<file path="src/rtl/nn_pkg.sv">
// Shared types and helpers for the time-multiplexed neural-network layers.
// The ReLU enable is supplied by the caller (see LAYER_SEQ_RELU_EN in layer_sequencer).
package nn_pkg;

  localparam int RES_DEF   = 8;
  localparam int ACC_W_DEF = 4 * RES_DEF - 5;

  typedef enum logic [2:0] {
    ST_IDLE,
    ST_FETCH,
    ST_DRAIN,
    ST_WRITE,
    ST_DONE
  } state_e;

  // z arrives sign-extended to 64 bits so one helper serves every width;
  // the caller keeps only the low RES bits of the result, which is what makes it wrap.
  function automatic logic [63:0] out_slice(input logic signed [63:0] z,
                                            input int                 lsb,
                                            input bit                 relu);
    if (relu && (z < 0)) return '0;
    return z >>> lsb;
  endfunction

endpackage

</file>
<file path="src/rtl/mac_unit.sv">
// Registered signed multiply-accumulate with synchronous clear and enable.
// Accumulation wraps modulo 2^ACC_W.
module mac_unit #(
  parameter int RES   = 8,
  parameter int ACC_W = 4 * RES - 5
) (
  input  logic                    clk,
  input  logic                    reset,
  input  logic                    clr,
  input  logic                    en,
  input  logic signed [RES-1:0]   a,
  input  logic signed [RES-1:0]   b,
  output logic signed [ACC_W-1:0] acc
);

  logic signed [2*RES-1:0] prod;
  logic signed [ACC_W-1:0] acc_d, acc_q;

  // NOTE: every signal written here gets a default first, so no path leaves it unassigned and no latch is inferred.
  always_comb begin
    prod  = a * b;
    acc_d = acc_q;
    if (clr)     acc_d = '0;
    else if (en) acc_d = acc_q + ACC_W'(prod);
  end

  // NOTE: sequential state uses non-blocking assignments so each flop samples pre-edge values.
  always_ff @(posedge clk or posedge reset) begin
    if (reset) acc_q <= '0;
    else       acc_q <= acc_d;
  end

  assign acc = acc_q;

endmodule

</file>
<file path="src/rtl/layer_sequencer.sv">
// One fully-connected layer computed neuron by neuron through a single MAC.
// Define LAYER_SEQ_RELU_EN to clamp negative neuron results to zero (hidden layers).
module layer_sequencer
  import nn_pkg::*;
#(
  parameter int N_IN    = 784,
  parameter int N_OUT   = 10,
  parameter int RES     = RES_DEF,
  parameter int ACC_W   = 4 * RES - 5,
  parameter int OUT_LSB = ACC_W - RES
) (
  input  logic                            clk,
  input  logic                            reset,
  input  logic                            start,
  output logic                            busy,
  output logic                            done,
  output logic [$clog2(N_IN)-1:0]         in_addr,
  input  logic [RES-1:0]                  in_data,
  output logic [$clog2(N_IN*N_OUT)-1:0]   w_addr,
  input  logic [RES-1:0]                  w_data,
  output logic [$clog2(N_OUT)-1:0]        b_addr,
  input  logic [RES-1:0]                  b_data,
  output logic                            out_we,
  output logic [$clog2(N_OUT)-1:0]        out_addr,
  output logic [RES-1:0]                  out_data
);

  localparam int IA_W = $clog2(N_IN);
  localparam int WA_W = $clog2(N_IN * N_OUT);
  localparam int OA_W = $clog2(N_OUT);
  localparam logic [IA_W-1:0] K_LAST = IA_W'(N_IN - 1);
  localparam logic [OA_W-1:0] J_LAST = OA_W'(N_OUT - 1);

`ifdef LAYER_SEQ_RELU_EN
  localparam bit RELU_ON = 1'b1;
`else
  localparam bit RELU_ON = 1'b0;
`endif

  state_e            state_d, state_q;
  logic [IA_W-1:0]   k_d, k_q;
  logic [OA_W-1:0]   j_d, j_q;
  logic [WA_W-1:0]   wa_d, wa_q;
  logic              en_d, en_q;
  logic              mac_clr;
  logic signed [ACC_W-1:0] acc;
  logic signed [ACC_W-1:0] z;

  always_comb begin
    state_d = state_q;
    k_d     = k_q;
    j_d     = j_q;
    wa_d    = wa_q;
    mac_clr = 1'b0;
    out_we  = 1'b0;
    // Product of this cycle's addresses lands one cycle later, after the memory read.
    en_d    = (state_q == ST_FETCH);
    case (state_q)
      ST_IDLE: begin
        if (start) begin
          state_d = ST_FETCH;
          k_d     = '0;
          j_d     = '0;
          wa_d    = '0;
          mac_clr = 1'b1;
        end
      end
      ST_FETCH: begin
        k_d  = k_q + IA_W'(1);
        wa_d = wa_q + WA_W'(1);
        if (k_q == K_LAST) begin
          k_d     = '0;
          state_d = ST_DRAIN;
        end
      end
      ST_DRAIN: state_d = ST_WRITE;
      ST_WRITE: begin
        out_we = 1'b1;
        if (j_q == J_LAST) begin
          state_d = ST_DONE;
        end else begin
          j_d     = j_q + OA_W'(1);
          mac_clr = 1'b1;
          state_d = ST_FETCH;
        end
      end
      ST_DONE: state_d = ST_IDLE;
      default: state_d = ST_IDLE;
    endcase
  end

  always_ff @(posedge clk or posedge reset) begin
    if (reset) begin
      state_q <= ST_IDLE;
      k_q     <= '0;
      j_q     <= '0;
      wa_q    <= '0;
      en_q    <= 1'b0;
    end else begin
      state_q <= state_d;
      k_q     <= k_d;
      j_q     <= j_d;
      wa_q    <= wa_d;
      en_q    <= en_d;
    end
  end

  mac_unit #(
    .RES   (RES),
    .ACC_W (ACC_W)
  ) u_mac (
    .clk   (clk),
    .reset (reset),
    .clr   (mac_clr),
    .en    (en_q),
    .a     ($signed(in_data)),
    .b     ($signed(w_data)),
    .acc   (acc)
  );

  // The weight address runs on continuously across neurons, giving j*N_IN+k without a multiplier.
  assign in_addr  = k_q;
  assign w_addr   = wa_q;
  assign b_addr   = j_q;
  assign out_addr = j_q;
  assign busy     = (state_q != ST_IDLE);
  assign done     = (state_q == ST_DONE);

  assign z        = acc + ACC_W'($signed(b_data));
  assign out_data = (state_q == ST_WRITE) ? RES'(out_slice(64'(z), OUT_LSB, RELU_ON)) : '0;

endmodule

</file>
<file path="config.mk">
export PLATFORM = sky130hd
export DESIGN_NAME = layer_sequencer
export DESIGN_NICKNAME = d
export VERILOG_FILES = /design/src/rtl/nn_pkg.sv /design/src/rtl/mac_unit.sv /design/src/rtl/layer_sequencer.sv
export SDC_FILE = /design/constraint.sdc
export NUM_CORES = 1
export LEC_CHECK = 0
export BUFFER_PORTS_ARGS = -buffer_cell sky130_fd_sc_hd__buf_2
export CORE_AREA = 2 2 120 122
export DETAILED_ROUTE_END_ITERATION = 8
export DIE_AREA = 0 0 122 124
export PLACE_DENSITY_LB_ADDON = 0.15
export SLEW_MARGIN = 15
export SYNTH_ARGS = -nofsm -noshare
export SYNTH_HDL_FRONTEND = slang
export SYNTH_SLANG_ARGS = --single-unit
</file>
<file path="constraint.sdc">
create_clock -name clk -period 9 [get_ports clk]
set_clock_uncertainty 0.05 [all_clocks]
set_input_delay 0.45 -clock clk [delete_from_list [all_inputs] [get_ports clk]]
set_output_delay 0.45 -clock clk [all_outputs]
set_load 0.02 [all_outputs]
</file>
## Word-level counts from Yosys, hierarchy flattened

Cells that the tools add are included.

- Output and inout port bits: 42
- Input port bits: 27
- Register bits: 58
- Word-level logic and storage cells: 48

- Multipliers: 1
- Equal/unequal tests: 9
- Add/subtract/negate cells: 5
- Reduce and logical (&&, ||, !) cells: 8
- Muxes and demuxes: 19

Operator list:

| operator | number |
|---|---|
| two-way mux 27 bit | 2 |
| adder 27 x 16 -> 27 bit | 1 |
| adder 27 x 8 -> 27 bit | 1 |
| case mux 13 bit (2 select lines) | 1 |
| two-way mux 10 bit | 2 |
| case mux 10 bit (2 select lines) | 1 |
| multiplier 8 x 8 -> 16 bit | 1 |
| adder 13 x 1 -> 13 bit (second input constant) | 1 |
| two-way mux 13 bit | 1 |
| case mux 3 bit (4 select lines) | 1 |
| adder 10 x 1 -> 10 bit (second input constant) | 1 |
| equality test 10 bit (second input constant) | 1 |
| two-way mux 3 bit | 3 |
| two-way mux 4 bit | 2 |
| two-way mux 8 bit | 1 |
| case mux 4 bit (2 select lines) | 1 |
| equality test 3 x 2 -> 1 bit (second input constant) | 2 |
| nonzero test 2 bit | 3 |
| adder 4 x 1 -> 4 bit (second input constant) | 1 |
| equality test 4 bit (second input constant) | 1 |
| inequality test 2 bit (second input constant) | 2 |
| AND reduction 2 bit | 2 |
| equality test 3 x 1 -> 1 bit (second input constant) | 1 |
| equality test 3 bit (second input constant) | 1 |
| 6 further kinds | 8 |

## Depth between registers and ports, before layout

Gate-level depths: netlist of run 1.

- Word-level depth: 4
- Depth in mapped cells: 19
- Depth with buffers taken out: 18

## Hierarchy

A second synthesis of run 1 with hierarchy kept.

- Cells, all modules: 862
- Area total of the unflattened synthesis: 8,319.2 sq um

By module, submodules not included:

| module | instances | area an instance (sq um) | cells an instance |
|---|---|---|---|
| mac_unit | 1 | 5,776.8 | 550 |
| layer_sequencer | 1 | 2,542.4 | 312 |

## Worst setup path after synthesis of run 1

No wires, ideal clock.

- Kind: input to register
- Start: input in_data[7]
- End: register u_mac.acc_q[24] (netlist: u_mac.acc[24])
- Arrival time: 5.513 ns
- Data required time: 8.824 ns
- Setup time: 0.126 ns
- Stages: 16
- Slack: 3.311 ns
- Path through: and2_1 -> inv_1 -> fa_1 -> inv_1 -> fa_1 -> fa_1 -> fa_1 -> fa_1 -> ha_1 -> o21ai_0 -> o21ai_1 -> a211oi_2 -> o21ai_2 -> a21oi_2 -> mux2i_1 -> a311o_1

- Longest elaborated chain between the ends: 4

RTL lines:

| element | line | RTL |
|---|---|---|
| start, declared | layer_sequencer.sv:18 | `input logic [RES-1:0] in_data,` |
| multiplier 8 x 8 -> 16 bit | mac_unit.sv:21 | `prod = a * b;` |
| adder 27 x 16 -> 27 bit | mac_unit.sv:24 | `else if (en) acc_d = acc_q + ACC_W'(prod);` |
| two-way mux 27 bit | mac_unit.sv:24 |  |
| two-way mux 27 bit | mac_unit.sv:23 | `if (clr) acc_d = '0;` |
| end signal, assigned | mac_unit.sv:29 | `if (reset) acc_q <= '0;` |
| end signal, assigned | mac_unit.sv:30 | `else acc_q <= acc_d;` |
| end, declared | mac_unit.sv:17 | `logic signed [ACC_W-1:0] acc_d, acc_q;` |

Every way passes these cells. The select of a mux whose other input is x is not followed.
A chain may end at the register's enable or synchronous reset.

## Worst setup path after layout of run 1

- Start: input w_data[1]
- End: register u_mac.acc_q[23] (netlist: u_mac.acc[23])

- Longest elaborated chain between the ends: 4

RTL lines:

| element | line | RTL |
|---|---|---|
| start, declared | layer_sequencer.sv:20 | `input logic [RES-1:0] w_data,` |
| multiplier 8 x 8 -> 16 bit | mac_unit.sv:21 |  |
| adder 27 x 16 -> 27 bit | mac_unit.sv:24 |  |
| two-way mux 27 bit | mac_unit.sv:24 |  |
| two-way mux 27 bit | mac_unit.sv:23 |  |

Every way passes these cells. The select of a mux whose other input is x is not followed.

==> results_dict.tcl, run 1 <==
set metrics [dict create \
    run_status "finished clean" \
    postRouteWirelength_mm 17.3 \
    max_cap_violations 0 \
    cts.hold.buffers_added 0 \
    floorplan.io_pins 69 \
    die_w_um 122 \
    gp_congestion 0.848 \
    floorplan.initialDensity 0.589 \
    grt-ovfl-total 0 \
    post-synth-top-area-cell "sky130_fd_sc_hd__fa_1" \
    syn_avg_cell_area_sq_um 9.73 \
    root_buffer "sky130_fd_sc_hd__clkbuf_16" \
    proportion_of_synthesized_chip_area_in_sequential_cells 0.180 \
    dpl.hpwl_mm 14.3 \
    criticalPathCategory "in -> reg" \
    number_of_global_route_vias_before_repair 6492 \
    synth_edf_count 0 \
    ys.warnings.count 0 \
    cpLargestDelayFamily "adder cells" \
    design.die.area_sq_um 15100 \
    grt_setup_unrepaired "false" \
    grt_max_degree 59 \
    routed_wire_length_per_instance_um 16.0 \
    global_route.usage.total 0.252 \
    dominant_synthesized_flop_cell "sky130_fd_sc_hd__dfrtp_1" \
    antenna_cells_inserted 0 \
    coreArea_sq_um 13700 \
    required_ps 9160 \
    synth.net_count 1062 \
    synthesis.instances 830 \
    path_clk_slew_ps 50 \
    timing_hold_violations_final 0 \
    post_route_cells_drive_above_1_share 0.122 \
    post-cts-setup-buffer-count 0 \
    synthSimpleGateAreaFrac 0.143 \
    drcViolationCount 0 \
    yosys.area_share.adder 0.425 \
    critical_path.endpoint_type "flip-flop" \
    netlist_area_sq_um 8080 \
    ctsLongestPathBuffers 2 \
    fin_crit_ps 5580 \
    cts-htree-levels 3 \
    initial_antenna_violation_count 0 \
    worstPathCellList "buf_2, and2_1, fa_1, fa_1, fa_1, fa_1, ha_1, ha_1, a21o_1, a21o_1, a21oi_2, a21oi_2, o211a_1, or3_1, a32o_1" \
    synth_top_family_by_area "adder cells" \
    highest_clock_rate_ghz 0.179 \
    final_max_slew_viol_count 0 \
    slowest_stage "sky130_fd_sc_hd__and2_1" \
    final.fill_count 1148 \
    io_buffers 68 \
    rows 43 \
    cp_max_fo 19 \
    worst-path-buf-inv 1 \
    r2r.worst_path.cells 18 \
    post_synth_num_cell_types 68 \
    synthMuxAreaShare 0.0198 \
    timing.critical_path.slowest_cell_delay_ps 860 \
    mostFrequentLayoutCell "sky130_fd_sc_hd__fa_1" \
    synth_xor_area_frac 0.0325 \
    max_slew_margin 0.285 \
    insertion_delay_to_the_later_sink_of_the_worst_skew_pair_ps 320 \
    drtAntennaViolNets 0 \
    cp_num_cells 15 \
    cts_buffer_count 9 \
    final_cycle_utilization_of_the_critical_path 0.620 \
    cts_tree "done" \
    timing.hold.worst.class "in -> async" \
    timing.critical_path.arrival_ps 5740 \
    initialDrtViolationCount 267 \
    postSynth.asyncResetShare 1.00 \
    final_cell_mix "sky130_fd_sc_hd__fa_1 (116), sky130_fd_sc_hd__inv_1 (98), sky130_fd_sc_hd__ha_1 (89)" \
    num_vias 6199 \
    fin_nets 1131 \
    yosys.area.top_type_share 0.287 \
    post_cts_resized 0 \
    areaGrowthSynthToFinish_pct 10.5 \
    dr.pass1.iters 5 \
    tightest_slew_ps 1070 \
    fp.dieH_um 124 \
    finalSetupViolCount 0 \
    synth-compound-area-share 0.144 \
    routed_via_density 5.72 \
    first_pass_grt_wire_length_mm 30.6 \
    yosys-top-cells-area "sky130_fd_sc_hd__fa_1 (29%), sky130_fd_sc_hd__dfrtp_1 (18%), sky130_fd_sc_hd__ha_1 (14%), sky130_fd_sc_hd__inv_1 (4.6%), sky130_fd_sc_hd__nand2_1 (3.4%)" \
    postSynthRegisterBits 58 \
    critPathMostFrequentCell "sky130_fd_sc_hd__fa_1" \
    cts_sinks 58 \
    timing.critical_path.from_type "primary input" \
    fin_tns_setup_ps 0 \
]
[layout make-up]
| cell class | instances | area [sq um] | area share |
|---|---|---|---|
| multi-input cells | 658 | 6180 | 0.693 |
| flip-flops and latches | 58 | 1450 | 0.163 |
| inverters | 102 | 383 | 0.0429 |
| repair buffers | 70 | 355 | 0.0398 |
| clock buffers | 11 | 253 | 0.0283 |
| well taps | 180 | 225 | 0.0252 |
| clock inverters | 4 | 75.1 | 0.00841 |
[kinds of logic (layout without fill, tap and decap cells)]
logic type,after synthesis,after routing
AOI/OAI and AO/OA,175,175
buffers and inverters,114,187
muxes,16,16
adders and majority gates,205,205
DFF,58,58
xor gates and xnor gates,30,30
and+or+nand+nor,232,232
[tightest hold or removal path, stage by stage]
cell and delay (ps):
sky130_fd_sc_hd__buf_2 100, sky130_fd_sc_hd__inv_2 30, sky130_fd_sc_hd__buf_4 580
[state kept, by name (all words and copies together) (netlist names)]
register   flops
u_mac.acc     27
w_addr        13
in_addr       10
b_addr         4
state_q        3
en_q           1
[cells in the mapped netlist (2+ instances only)]
library cell and count:
sky130_fd_sc_hd__a22o_1 3, sky130_fd_sc_hd__inv_2 2, sky130_fd_sc_hd__and4_1 2, sky130_fd_sc_hd__nand4_1 6
sky130_fd_sc_hd__dfrtp_1 58, sky130_fd_sc_hd__buf_4 4, sky130_fd_sc_hd__o21a_1 4, sky130_fd_sc_hd__o21ai_0 54
sky130_fd_sc_hd__fa_1 116, sky130_fd_sc_hd__a21o_1 22, sky130_fd_sc_hd__xor2_1 11, sky130_fd_sc_hd__a211oi_2 5
sky130_fd_sc_hd__o21ai_1 6, sky130_fd_sc_hd__nor2_1 45, sky130_fd_sc_hd__and2_1 40, sky130_fd_sc_hd__or3_1 3
sky130_fd_sc_hd__ha_1 89, sky130_fd_sc_hd__o31ai_1 6, sky130_fd_sc_hd__a22oi_1 3, sky130_fd_sc_hd__a21oi_1 30
sky130_fd_sc_hd__a311oi_1 2, sky130_fd_sc_hd__and3_1 15, sky130_fd_sc_hd__o21bai_1 3, sky130_fd_sc_hd__a31oi_1 4
sky130_fd_sc_hd__buf_2 2, sky130_fd_sc_hd__nand3b_1 3, sky130_fd_sc_hd__a41oi_1 3, sky130_fd_sc_hd__nand3_1 17
sky130_fd_sc_hd__inv_1 99, sky130_fd_sc_hd__clkbuf_1 5, sky130_fd_sc_hd__o211ai_1 3, sky130_fd_sc_hd__nor3_1 10
sky130_fd_sc_hd__o41ai_1 2, sky130_fd_sc_hd__nand2_1 73, sky130_fd_sc_hd__nand2b_1 3, sky130_fd_sc_hd__xnor2_1 19
sky130_fd_sc_hd__mux2i_1 16, sky130_fd_sc_hd__nor2b_1 3, sky130_fd_sc_hd__o21ba_2 2, sky130_fd_sc_hd__a21oi_2 4
sky130_fd_sc_hd__a211oi_1 5, sky130_fd_sc_hd__o2111ai_1 2
[path summary, 6_finish.rpt]
| check | from | slack (ps) | end |
|---|---|---|---|
| setup / recovery | w_data[1] | 3420 | u_mac.acc[23] |
| hold / removal | reset | 290 | u_mac.acc[1] |
| hold reg to reg | w_addr[12] | 440 | w_addr[12] |
| min in group clk | start | 340 | state_q[0] |
| setup reg to reg | u_mac.acc[4] | 3930 | u_mac.acc[24] |
| max in group asynchronous | reset | 8130 | u_mac.acc[18] |
[metrics by stage]
step	setup WS [ps]	utilization	instance area, sq um	cells	hold slack [ps]
detailed placement	3090	0.627	8600	1068	420
global placement	3230	0.627	8600	1068	410
floorplan	3310	-	8080	830	436
global route	3150	0.650	8920	1083	353
CTS	3420	0.650	8920	1083	320
finish	3420	0.650	8920	1083	292
[per-layer routing]
layer  global-route usage  vias to the layer above  share of wire
li1                     -                     2957              -
met1                0.332                     3104           0.43
met2                0.451                      125           0.52
met3               0.0362                       13          0.035
met4               0.0460                        0         0.0098
met5                    0                        -              0
Power of run 1 is not shown: default switching activity piles up to over one toggle a cycle in this logic, so the estimate is an artifact.
==> run 2, diff against run 1 <==
==> constraint.sdc (replaced) <==
create_clock -name clk -period 5.35 [get_ports clk]
set_clock_uncertainty 0.05 [all_clocks]
set_input_delay 0.2675 -clock clk [delete_from_list [all_inputs] [get_ports clk]]
set_output_delay 0.2675 -clock clk [all_outputs]
set_load 0.02 [all_outputs]
==> results_dict.tcl, run 2 (synthesis gave the netlist of run 1 again) <==
set metrics [dict create \
    run_status "finished clean" \
    insertion_delay_to_the_later_sink_of_the_worst_skew_pair_ps 320 \
    fin_nets 1145 \
    rows 43 \
    first_pass_grt_wire_length_mm 31.5 \
    coreArea_sq_um 13700 \
    timing.hold.worst.class "in -> async" \
    dp_slack_ps 60.4 \
    max_slew_margin 0.336 \
    die_w_um 122 \
    postRouteWirelength_mm 18.0 \
    gp_congestion 0.859 \
    initial_antenna_violation_count 0 \
    design.die.area_sq_um 15100 \
    drtAntennaViolNets 0 \
    worst-r2r-setup-slack_ps 290 \
    slowest_stage "sky130_fd_sc_hd__fa_1" \
    largest_register_ffs 27 \
    dr.pass1.iters 5 \
    criticalPathCategory "reg -> reg" \
    fin_tns_setup_ps 0 \
    tightest_slew_ps 997 \
    dpl.hpwl_mm 14.9 \
    timing.critical_path.arrival_ps 5220 \
    post_cts_resized 0 \
    cts-htree-levels 3 \
    final_cycle_utilization_of_the_critical_path 0.945 \
    root_buffer "sky130_fd_sc_hd__clkbuf_16" \
    final_max_slew_viol_count 0 \
    timing.critical_path.slowest_cell_delay_ps 530 \
    fin_crit_ps 5060 \
    final.setup.worst_slack_ps 294 \
    finalSetupViolCount 0 \
    grt_max_degree 59 \
    whs_ps 102 \
    critical_path.reg2reg.endpoint "u_mac.acc[24]" \
    required_ps 5510 \
    routed_via_density 5.74 \
    cts_sinks 58 \
    path_clk_slew_ps 50 \
    mostFrequentLayoutCell "sky130_fd_sc_hd__fa_1" \
    cts_tree "done" \
    number_of_global_route_vias_before_repair 6632 \
    drcViolationCount 0 \
    global_route.usage.total 0.262 \
    initialDrtViolationCount 283 \
    cp_max_fo 3 \
    areaGrowthSynthToFinish_pct 11.5 \
    max_cap_violations 0 \
    num_vias 6297 \
    highest_clock_rate_ghz 0.198 \
    post-cts-setup-buffer-count 0 \
    routed_wire_length_per_instance_um 16.5 \
    critical_path.endpoint_type "flip-flop" \
    post_route_cells_drive_above_1_share 0.137 \
    r2r.worst_path.cells 18 \
    ctsLongestPathBuffers 2 \
    cpLargestDelayFamily "adder cells" \
    worstReg2RegStart "u_mac.acc[4]" \
    grt_setup_unrepaired "false" \
    floorplan.io_pins 69 \
    cts_buffer_count 9 \
    floorplan.initialDensity 0.589 \
    io_buffers 68 \
    final_cell_mix "sky130_fd_sc_hd__fa_1 (116), sky130_fd_sc_hd__inv_1 (98), sky130_fd_sc_hd__ha_1 (89)" \
    fp.dieH_um 124 \
    worstPathCellList "inv_1, fa_1, inv_1, fa_1, ha_1, inv_1, fa_1, inv_1, ha_1, ha_1, fa_1, a211oi_2, o21ai_1, a211oi_2, o21ai_2, a21oi_2, mux2i_1, a311o_1" \
    timing_hold_violations_final 0 \
    antenna_cells_inserted 0 \
    worst-path-buf-inv 4 \
    cts.hold.buffers_added 0 \
    cp_num_cells 18 \
    grt-ovfl-total 0 \
    timing.critical_path.from_type "flip-flop" \
]
run 2: cell types whose count changed in the layout (fill, tap and decap cells not counted):
cell                        previous run  this run
sky130_fd_sc_hd__and2_2                0         2
sky130_fd_sc_hd__and2_1               40        38
sky130_fd_sc_hd__buf_12                0         1
sky130_fd_sc_hd__clkinv_2              0         2
sky130_fd_sc_hd__bufinv_16             2         1
sky130_fd_sc_hd__buf_4                 2        15
sky130_fd_sc_hd__clkbuf_8              2         1
run 2: stage by stage:
step                      std cells  instance area [sq um]   util
after floorplan                 830                   8080      -
after global placement         1082                   8720  0.635
after detailed placement       1082                   8720  0.635
after CTS                      1097                   9010  0.657
after global routing           1097                   9010  0.657
final                          1097                   9010  0.657
run 2: tightest hold or removal path: stages:
cell,delay (ps)
sky130_fd_sc_hd__buf_2,100
sky130_fd_sc_hd__inv_2,30
sky130_fd_sc_hd__buf_4,580
run 2: worst max path at each step:
stage | from | endpoint | slack (ps)
after CTS | u_mac.acc[4] | u_mac.acc[24] | 290
final | u_mac.acc[4] | u_mac.acc[24] | 290
after detailed placement | w_data[2] | u_mac.acc[24] | 60
after global placement | w_data[1] | u_mac.acc[24] | 140
after global routing | in_data[7] | u_mac.acc[24] | 30
after floorplan | in_data[7] | u_mac.acc[24] | 220
run 2: per-layer routing:
| metal | share of wire | global-route usage |
|---|---|---|
| met5 | 0 | 0 |
| met4 | 0.017 | 0.0747 |
| met3 | 0.030 | 0.0403 |
| met2 | 0.52 | 0.464 |
| met1 | 0.43 | 0.335 |
run 2: layout make-up:
type,instances,area [sq um]
clock inverter,5,55.1
fill,1147,4710
sequential,58,1450
inverter,102,383
clock buffer,10,239
timing repair buffer,84,473
tap,180,225
multi-input combinational,658,6180
Power of run 2 is left out for the same reason.
==> run 3, diff against run 2 <==
--- a/config.mk
+++ b/config.mk
@@ -9,6 +9,7 @@
 export CORE_AREA = 2 2 120 122
 export DETAILED_ROUTE_END_ITERATION = 8
 export DIE_AREA = 0 0 122 124
+export HOLD_SLACK_MARGIN = 0.08
 export PLACE_DENSITY_LB_ADDON = 0.15
 export SLEW_MARGIN = 15
 export SYNTH_ARGS = -nofsm -noshare
==> constraint.sdc (replaced) <==
create_clock -name clk -period 6.4 [get_ports clk]
set_clock_uncertainty 0.05 [all_clocks]
set_input_delay 0.32 -clock clk [delete_from_list [all_inputs] [get_ports clk]]
set_output_delay 0.32 -clock clk [all_outputs]
set_load 0.02 [all_outputs]
==> results_dict.tcl, run 3 (synthesis gave the netlist of run 1 again) <==
set metrics [dict create \
    largest_register_ffs 27 \
    final_cell_mix "sky130_fd_sc_hd__fa_1 (116), sky130_fd_sc_hd__inv_1 (98), sky130_fd_sc_hd__ha_1 (89)" \
    grt-ovfl-total 0 \
    initial_antenna_violation_count 0 \
    criticalPathCategory "in -> reg" \
    routed-wl-met3_um 564 \
    timing.hold.worst.class "in -> async" \
    fp.dieH_um 124 \
    routed_wire_length_per_instance_um 16.1 \
    rows 43 \
    coreArea_sq_um 13700 \
    fin_tns_setup_ps 0 \
    finalSetupViolCount 0 \
    post-cts-setup-buffer-count 0 \
    grt_max_degree 59 \
    ctsLongestPathBuffers 2 \
    critical_path.endpoint_type "flip-flop" \
    post_route_cells_drive_above_1_share 0.124 \
    met2_wirelength_mm 8.96 \
    post_cts_resized 0 \
    r2r.worst_path.cells 18 \
    timing.critical_path.arrival_ps 5540 \
    floorplan.io_pins 69 \
    grt_setup_unrepaired "false" \
    timing.critical_path.from_type "primary input" \
    design.die.area_sq_um 15100 \
    top_layer_used "met4" \
    final_cycle_utilization_of_the_critical_path 0.841 \
    root_buffer "sky130_fd_sc_hd__clkbuf_16" \
    final_max_slew_viol_count 0 \
    mostFrequentLayoutCell "sky130_fd_sc_hd__fa_1" \
    timing_hold_violations_final 0 \
    drt-met1-wl_mm 7.64 \
    dr.pass1.iters 4 \
    areaGrowthSynthToFinish_pct 10.7 \
    drtAntennaViolNets 0 \
    fin_crit_ps 5380 \
    initialDrtViolationCount 199 \
    io_buffers 68 \
    tightest_slew_ps 1030 \
    final.fill_count 1129 \
    routed_via_density 5.75 \
    antenna_cells_inserted 0 \
    num_vias 6244 \
    max_cap_violations 0 \
    dpl.hpwl_mm 14.4 \
    gp_congestion 0.873 \
    max_slew_margin 0.313 \
    drcViolationCount 0 \
    cp_max_fo 12 \
    cts_tree "done" \
    global_route.usage.total 0.251 \
    number_of_global_route_vias_before_repair 6438 \
    path_clk_slew_ps 60 \
    insertion_delay_to_the_later_sink_of_the_worst_skew_pair_ps 320 \
    floorplan.initialDensity 0.589 \
    run_status "finished clean" \
    fin_nets 1132 \
    cts_sinks 58 \
    cts_buffer_count 9 \
    postRouteWirelength_mm 17.5 \
    highest_clock_rate_ghz 0.186 \
    cts.hold.buffers_added 0 \
    first_pass_grt_wire_length_mm 30.5 \
    required_ps 6560 \
    die_w_um 122 \
    cts-htree-levels 3 \
]
[run 3: cell count changes in the layout (fill, tap and decap cells not counted), sizes merged]
| cell | change |
|---|---|
| bufinv | +1 |
| clkinvlp | -1 |
| clkinv | -1 |
| buf | -13 |
| clkbuf | +2 |
[run 3: final timing paths]
check / start / to / slack (ps)
hold reg to reg: w_addr[12] / w_addr[12] / 430
setup reg to reg: u_mac.acc[4] / u_mac.acc[24] / 1260
max in group asynchronous: reset / u_mac.acc[10] / 5640
hold / removal: reset / w_addr[8] / 160
min in group clk: start / state_q[0] / 210
setup / recovery: w_data[1] / u_mac.acc[24] / 1020
[run 3: per-stage QoR]
| stage | hold WS (ps) | setup slack, ps | std cells | utilization | instance area (sq um) |
|---|---|---|---|---|---|
| after global routing | 213 | 770 | 1085 | 0.652 | 8940 |
| after global placement | 409 | 895 | 1069 | 0.627 | 8600 |
| final | 159 | 1020 | 1085 | 0.652 | 8940 |
| after CTS | 193 | 1060 | 1085 | 0.652 | 8940 |
| after detailed placement | 429 | 734 | 1069 | 0.627 | 8600 |
| after floorplan | 395 | 841 | 830 | - | 8080 |
[run 3: final cells by class]
cell class,count,area (sq um),share of cell area
multi-input cells,658,6180,0.691
repair buffers,71,363,0.0406
well taps,180,225,0.0252
clock buffers,12,267,0.0298
clock inverters,4,72.6,0.00812
inverters,102,383,0.0428
flip-flops and latches,58,1450,0.162
[run 3: metal layers]
metal,vias to the layer above,track usage
met2,128,0.442
met4,0,0.0596
met5,-,0
met3,27,0.0256
met1,3126,0.337
li1,2963,-
[run 3: worst max-delay path, cell delays in order]
cell and delay, ps:
sky130_fd_sc_hd__buf_2 170, sky130_fd_sc_hd__and2_1 620, sky130_fd_sc_hd__buf_4 310, sky130_fd_sc_hd__fa_1 450, sky130_fd_sc_hd__fa_1 520, sky130_fd_sc_hd__fa_1 530
sky130_fd_sc_hd__fa_1 490, sky130_fd_sc_hd__ha_1 300, sky130_fd_sc_hd__ha_1 390, sky130_fd_sc_hd__nand2_1 100, sky130_fd_sc_hd__o21ai_0 370, sky130_fd_sc_hd__o21ai_0 200
sky130_fd_sc_hd__o21ai_2 250, sky130_fd_sc_hd__a21oi_2 100, sky130_fd_sc_hd__mux2i_1 120, sky130_fd_sc_hd__a311o_1 300
Power of run 3 is left out for the same reason.
